`src/rtl/dma_write_block.sv`:
```
// dma_write_block: DMA write engine that drains show-ahead data FIFO beats into Avalon-MM burst writes.
// Ports: command push (dma_wr_fifo_command_req_i, dma_wr_addr_i, dma_wr_bytes_to_transfer_i,
//        dma_wr_fifo_full_o, dma_wr_done_o); data FIFO (dma_data_i, dma_data_fifo_empty_i,
//        dma_data_fifo_rdreq_o); Avalon-MM master (dma_dest_addr_o, dma_dest_write_o, dma_dest_data_o,
//        dma_dest_byteenable_o, dma_dest_bcount_o, dma_dest_wait_req_i).
// Define DMA_WR_PARTIAL_BE_EN to mask the unused byte lanes on the final beat of a command.
module dma_write_block #(
  parameter int CMD_DEPTH = 32,
  parameter int MAX_BURST = 64
) (
  input  logic         clk,
  input  logic         reset,
  input  logic         dma_wr_fifo_command_req_i,
  input  logic [15:0]  dma_wr_bytes_to_transfer_i,
  input  logic [31:0]  dma_wr_addr_i,
  output logic         dma_wr_fifo_full_o,
  output logic         dma_wr_done_o,
  input  logic [255:0] dma_data_i,
  input  logic         dma_data_fifo_empty_i,
  output logic         dma_data_fifo_rdreq_o,
  output logic [31:0]  dma_dest_addr_o,
  output logic         dma_dest_write_o,
  output logic [255:0] dma_dest_data_o,
  output logic [31:0]  dma_dest_byteenable_o,
  output logic [10:0]  dma_dest_bcount_o,
  input  logic         dma_dest_wait_req_i
);
  localparam int AW = $clog2(CMD_DEPTH);
  localparam int CW = AW + 1;
  localparam logic [AW:0] FULL_CNT = CW'(CMD_DEPTH);
  localparam logic [11:0] MAX_B = 12'(MAX_BURST);
  typedef enum logic [1:0] {IDLE, LD_CMD, SEND_WR, DONE} state_t;
  state_t state_q, state_d;
  logic [47:0] mem [CMD_DEPTH];
  logic [AW-1:0] wr_ptr_q, wr_ptr_d, rd_ptr_q, rd_ptr_d;
  logic [AW:0] count_q, count_d;
  logic [47:0] cmd_q, cmd_d;
  logic [31:0] addr_q, addr_d;
  logic [11:0] beats_rem_q, beats_rem_d, next_rem;
  logic [10:0] burst_left_q, burst_left_d, bcount_q, bcount_d;
  logic [16:0] bytes_up;
  logic push, pop, accept;
`ifdef DMA_WR_PARTIAL_BE_EN
  logic [4:0] resid_q, resid_d;
`endif
  function automatic logic [10:0] clip(input logic [11:0] n);
    return n > MAX_B ? MAX_B[10:0] : n[10:0];
  endfunction
  always_comb begin
    dma_wr_fifo_full_o = count_q == FULL_CNT;
    pop = state_q == IDLE && count_q != '0;
    // a pop in the same cycle frees the slot, so a push at full is accepted then
    push = dma_wr_fifo_command_req_i && (!dma_wr_fifo_full_o || pop);
    dma_dest_write_o = state_q == SEND_WR && !dma_data_fifo_empty_i;
    accept = dma_dest_write_o && !dma_dest_wait_req_i;
    dma_data_fifo_rdreq_o = accept;
    dma_dest_data_o = dma_data_i;
    dma_dest_addr_o = addr_q;
    dma_dest_bcount_o = bcount_q;
    dma_wr_done_o = state_q == DONE;
`ifdef DMA_WR_PARTIAL_BE_EN
    dma_dest_byteenable_o = (state_q == SEND_WR && beats_rem_q == 12'd1 && resid_q != '0) ?
                            (32'd1 << resid_q) - 32'd1 : '1;
`else
    dma_dest_byteenable_o = '1;
`endif
    wr_ptr_d = push ? wr_ptr_q + AW'(1) : wr_ptr_q;
    rd_ptr_d = pop ? rd_ptr_q + AW'(1) : rd_ptr_q;
    count_d = count_q + CW'(push) - CW'(pop);
    cmd_d = pop ? mem[rd_ptr_q] : cmd_q;
    bytes_up = {1'b0, cmd_q[15:0]} + 17'd31;
    next_rem = beats_rem_q - 12'd1;
    state_d = state_q;
    addr_d = addr_q;
    beats_rem_d = beats_rem_q;
    burst_left_d = burst_left_q;
    bcount_d = bcount_q;
`ifdef DMA_WR_PARTIAL_BE_EN
    resid_d = resid_q;
`endif
    case (state_q)
      IDLE: state_d = pop ? LD_CMD : IDLE;
      LD_CMD: begin
        addr_d = cmd_q[47:16] & ~32'h1F;
        beats_rem_d = bytes_up[16:5];
        burst_left_d = clip(bytes_up[16:5]);
        bcount_d = clip(bytes_up[16:5]);
`ifdef DMA_WR_PARTIAL_BE_EN
        resid_d = cmd_q[4:0];
`endif
        state_d = bytes_up[16:5] == '0 ? DONE : SEND_WR;
      end
      SEND_WR: if (accept) begin
        beats_rem_d = next_rem;
        burst_left_d = burst_left_q - 11'd1;
        if (burst_left_q == 11'd1) begin
          addr_d = addr_q + (32'(bcount_q) << 5);
          burst_left_d = clip(next_rem);
          bcount_d = next_rem == '0 ? bcount_q : clip(next_rem);
          state_d = next_rem == '0 ? DONE : SEND_WR;
        end
      end
      default: state_d = IDLE;
    endcase
  end
  always_ff @(posedge clk) if (push) mem[wr_ptr_q] <= {dma_wr_addr_i, dma_wr_bytes_to_transfer_i};
  always_ff @(posedge clk or posedge reset)
    if (reset) begin
      state_q <= IDLE;
      wr_ptr_q <= '0;
      rd_ptr_q <= '0;
      count_q <= '0;
      cmd_q <= '0;
      addr_q <= '0;
      beats_rem_q <= '0;
      burst_left_q <= '0;
      bcount_q <= '0;
`ifdef DMA_WR_PARTIAL_BE_EN
      resid_q <= '0;
`endif
    end else begin
      state_q <= state_d;
      wr_ptr_q <= wr_ptr_d;
      rd_ptr_q <= rd_ptr_d;
      count_q <= count_d;
      cmd_q <= cmd_d;
      addr_q <= addr_d;
      beats_rem_q <= beats_rem_d;
      burst_left_q <= burst_left_d;
      bcount_q <= bcount_d;
`ifdef DMA_WR_PARTIAL_BE_EN
      resid_q <= resid_d;
`endif
    end
endmodule

```
`config.mk`:
```
export PLATFORM = sky130hd
export DESIGN_NAME = dma_write_block
export DESIGN_NICKNAME = d
export VERILOG_FILES = /design/src/rtl/dma_write_block.sv
export SDC_FILE = /design/constraint.sdc
export NUM_CORES = 2
export LEC_CHECK = 0
export ABC_AREA = 1
export BUFFER_PORTS_ARGS = -buffer_cell sky130_fd_sc_hd__buf_2
export CAP_MARGIN = 10
export CORE_UTILIZATION = 55
export DETAILED_ROUTE_END_ITERATION = 16
export PLACE_DENSITY = 0.81
export SYNTH_ARGS = -nofsm -noshare
export SYNTH_HDL_FRONTEND = slang
export SYNTH_SLANG_ARGS = --single-unit
```
`constraint.sdc`:
```
create_clock -name clk -period 4.95 [get_ports clk]
set_clock_uncertainty 0.1 [all_clocks]
set_input_delay 0 -clock clk [delete_from_list [all_inputs] [get_ports clk]]
set_output_delay 0 -clock clk [all_outputs]
set_load 0.02 [all_outputs]
```
==> results_dict.tcl <==
set metrics [dict create \
    rows 123 \
    synthArstFlopShare 0.0814 \
    power_density_nw_per_um2 581 \
    grt_first_pass_wirelength_mm 286 \
    die-area_um2 115000 \
    cts_buffers 144 \
    ys_ff_latch 1498 \
    grt_overflow 0 \
    cts_setup_buffers 0 \
    finalHoldViolations 0 \
    clkSinkCount 1498 \
    grt_pass1_vias 41400 \
    critPathCaptureType "register" \
    grtUsageTotal 0.343 \
    cts_max_path_buffers 3 \
    wl_per_cell_um 29.6 \
    start_util 0.556 \
    required_ps 5280 \
    io_buffer_count 89 \
    leakagePower_nw 23.9 \
    vias_per_cell 6.51 \
    crit_chain "inv_1 -> ha_1 -> nand3_1 -> nand2_1 -> nand2_1 -> nand2_1 -> inv_1 -> nand2_1 -> nor2_4 -> buf_4" \
    via_count 44600 \
    crit_fanout 16 \
    layout.cells.non_filler 6842 \
    clock.fmax_mhz 251 \
    clk_latency_ps 770 \
    ios 644 \
    ys_types 41 \
    cts.clk_slew.worst_paths_ps 60 \
    relSlewSlack 0.165 \
    crit_slowest_cell "nor2_4" \
    min_period_ps 3980 \
    yosys_warnings 0 \
    hold_path_class "in2reg" \
    critPathMaxStageDelay_ps 890 \
    tritoncts "built" \
    combPwrFrac 0.348 \
    fill_cells 7845 \
    antenna_found_initial 87 \
    place_hpwl_mm 120 \
    h-tree-depth 4 \
    post-route-util 0.629 \
    intPower_w 0.0252 \
    syn_inst 5113 \
    layout_common_cells "edfxtp_1 (1376), nor2_1 (781), o21ai_0 (749), nand2_1 (447), dlygate4sd3_1 (303)" \
    drive_gt1_frac 0.0903 \
    drv_slew 0 \
    die_x_um 340 \
    finalWeightedCongestion 0.933 \
    worst_pin_slew_ps 1250 \
    post-route-period-util 0.804 \
    path_buf_inv 3 \
    ant_nets 0 \
    path_class "reg2reg" \
    ctsResizeCount 0 \
    drc 0 \
    synth_flop_cell "edfxtp_1" \
    finalSetupViolCount 0 \
    rsz0062_at_grt "false" \
    synth_area_um2 62700 \
    final_common_cell "edfxtp_1" \
    crit_top_cell "nand2_1" \
    finalNetCount 5515 \
    seqPwrFrac 0.383 \
    status "complete, no violations" \
    seq_area_frac_synth 0.708 \
    start_kind "register" \
    place_inst 6221 \
    first_iter_violations 7400 \
    swShare 0.388 \
    root_buffer "clkbuf_16" \
    synth_edf_count 1376 \
    design.core.area_um2 113000 \
    clockPowerShare 0.269 \
    die_h_um 340 \
    synth_area_per_cell_um2 12.3 \
    area_delta_synth_final_pct 13.2 \
    grt_max_degree 245 \
    setup_tns_ps 0 \
    routed_wl_mm 203 \
    drv_cap 0 \
    cts.hold.buffers_added 303 \
    arrival_ps 4310 \
    drtPass1Iterations 7 \
    power_switching_w 0.0160 \
    peakVddDrop_mv 0.612 \
    path_delay_family "simple AND/OR/NAND/NOR gates" \
    fin_hold_ws_ps 69.6 \
]
## synthesized netlist by cell type, types with 6 or more instances
cell type | count | area (µm²)
a21oi_1 | 34 | 170
a31oi_1 | 6 | 37.5
buf_1 | 16 | 60.1
buf_2 | 75 | 375
buf_4 | 296 | 2220
clkbuf_1 | 218 | 818
dfrtp_1 | 122 | 3050
edfxtp_1 | 1376 | 41300
ha_1 | 34 | 425
inv_1 | 123 | 462
inv_2 | 7 | 26.3
nand2_1 | 447 | 1680
nand2_2 | 17 | 106
nand3_1 | 164 | 821
nand4_1 | 105 | 657
nor2_1 | 812 | 3050
nor2_2 | 9 | 56.3
nor3_1 | 13 | 65.1
o211ai_1 | 39 | 293
o21ai_0 | 749 | 3750
o21ai_1 | 41 | 205
o221ai_1 | 135 | 1180
o22ai_1 | 213 | 1330
or2_2 | 7 | 43.8
xnor2_1 | 8 | 70.1
xor2_1 | 18 | 158
## worst register-to-register path, stage by stage (launching register included)
cell and delay, ps:
dfrtp_1 350, inv_1 70, ha_1 210, nand3_1 80
nand2_1 360, nand2_1 200, nand2_1 250, inv_1 240
nand2_1 470, nor2_4 890, buf_4 420
## routing by layer
metal | part of all wire | global-route usage
met5 | 0.0017 | 0.0139
met4 | 0.057 | 0.170
met3 | 0.14 | 0.115
met2 | 0.47 | 0.543
met1 | 0.33 | 0.423
## final timing paths
path / from / endpoint / slack, ps / cells after the start
min: dma_data_fifo_empty_i / dma_dest_addr_o[22]$_DFFE_PP0P_ / 70 / 9
max reg2reg: count_q[2]$_DFF_PP0_ / mem[29][29]$_DFFE_PP_ / 970 / 10
min in group asynchronous: reset / count_q[4]$_DFF_PP0_ / 440 / 4
max: count_q[2]$_DFF_PP0_ / mem[29][29]$_DFFE_PP_ / 970 / 10
min reg2reg: cmd_q[3]$_DFFE_PP0P_ / cmd_q[3]$_DFFE_PP0P_ / 380 / 2
max in group asynchronous: reset / rd_ptr_q[1]$_DFFE_PP0P_ / 3130 / 5
## state kept, by name, summed over array words and instances, names as in the netlist
| signal | cells |
|---|---|
| mem | 1376 |
| cmd_q | 43 |
| dma_dest_addr_o | 27 |
| beats_rem_q | 12 |
| burst_left_q | 11 |
| dma_dest_bcount_o | 11 |
| count_q | 6 |
| rd_ptr_q | 5 |
| wr_ptr_q | 5 |
| state_q | 2 |
## power by group through the flow
stage                     Sequential [W]  Combinational, W  Clock, W
after floorplan                   0.0158           0.00902         0
after global placement            0.0160            0.0128         0
after detailed placement          0.0160            0.0133         0
after CTS                         0.0157            0.0139    0.0111
after global routing              0.0158            0.0153    0.0116
final                             0.0158            0.0143    0.0111
## layout make-up
type,count,area (µm²),area share
clock inverters,75,823,0.0116
well taps,1500,1880,0.0264
multi-input cells,2910,14700,0.207
flip-flops and latches,1498,44400,0.625
diodes,57,143,0.00201
clock buffers,186,3880,0.0547
repair buffers,482,4640,0.0654
inverters,134,529,0.00746
## logic make-up (layout without fill, tap and decap cells)
| group | count (synthesis) | count (layout) | share of synthesized area |
|---|---|---|---|
| xor+xnor | 26 | 26 | 0.00363 |
| simple gates | 1583 | 1583 | 0.105 |
| flops | 1498 | 1498 | 0.708 |
| compound gates | 1228 | 1228 | 0.113 |
| fa+ha+maj | 36 | 36 | 0.00742 |
| buf+inv | 740 | 877 | 0.0636 |
| other cells | 2 | 94 | 0.000120 |
## metrics by stage
| step | setup slack [ps] | area (µm²) | power [W] |
|---|---|---|---|
| global route | 789 | 70900 | 0.0427 |
| detailed placement | 1050 | 63100 | 0.0293 |
| global placement | 1130 | 63100 | 0.0288 |
| finish | 970 | 71000 | 0.0412 |
| CTS | 984 | 70800 | 0.0407 |
| floorplan | 359 | 62800 | 0.0248 |
Power figures use the tool's default switching activity.
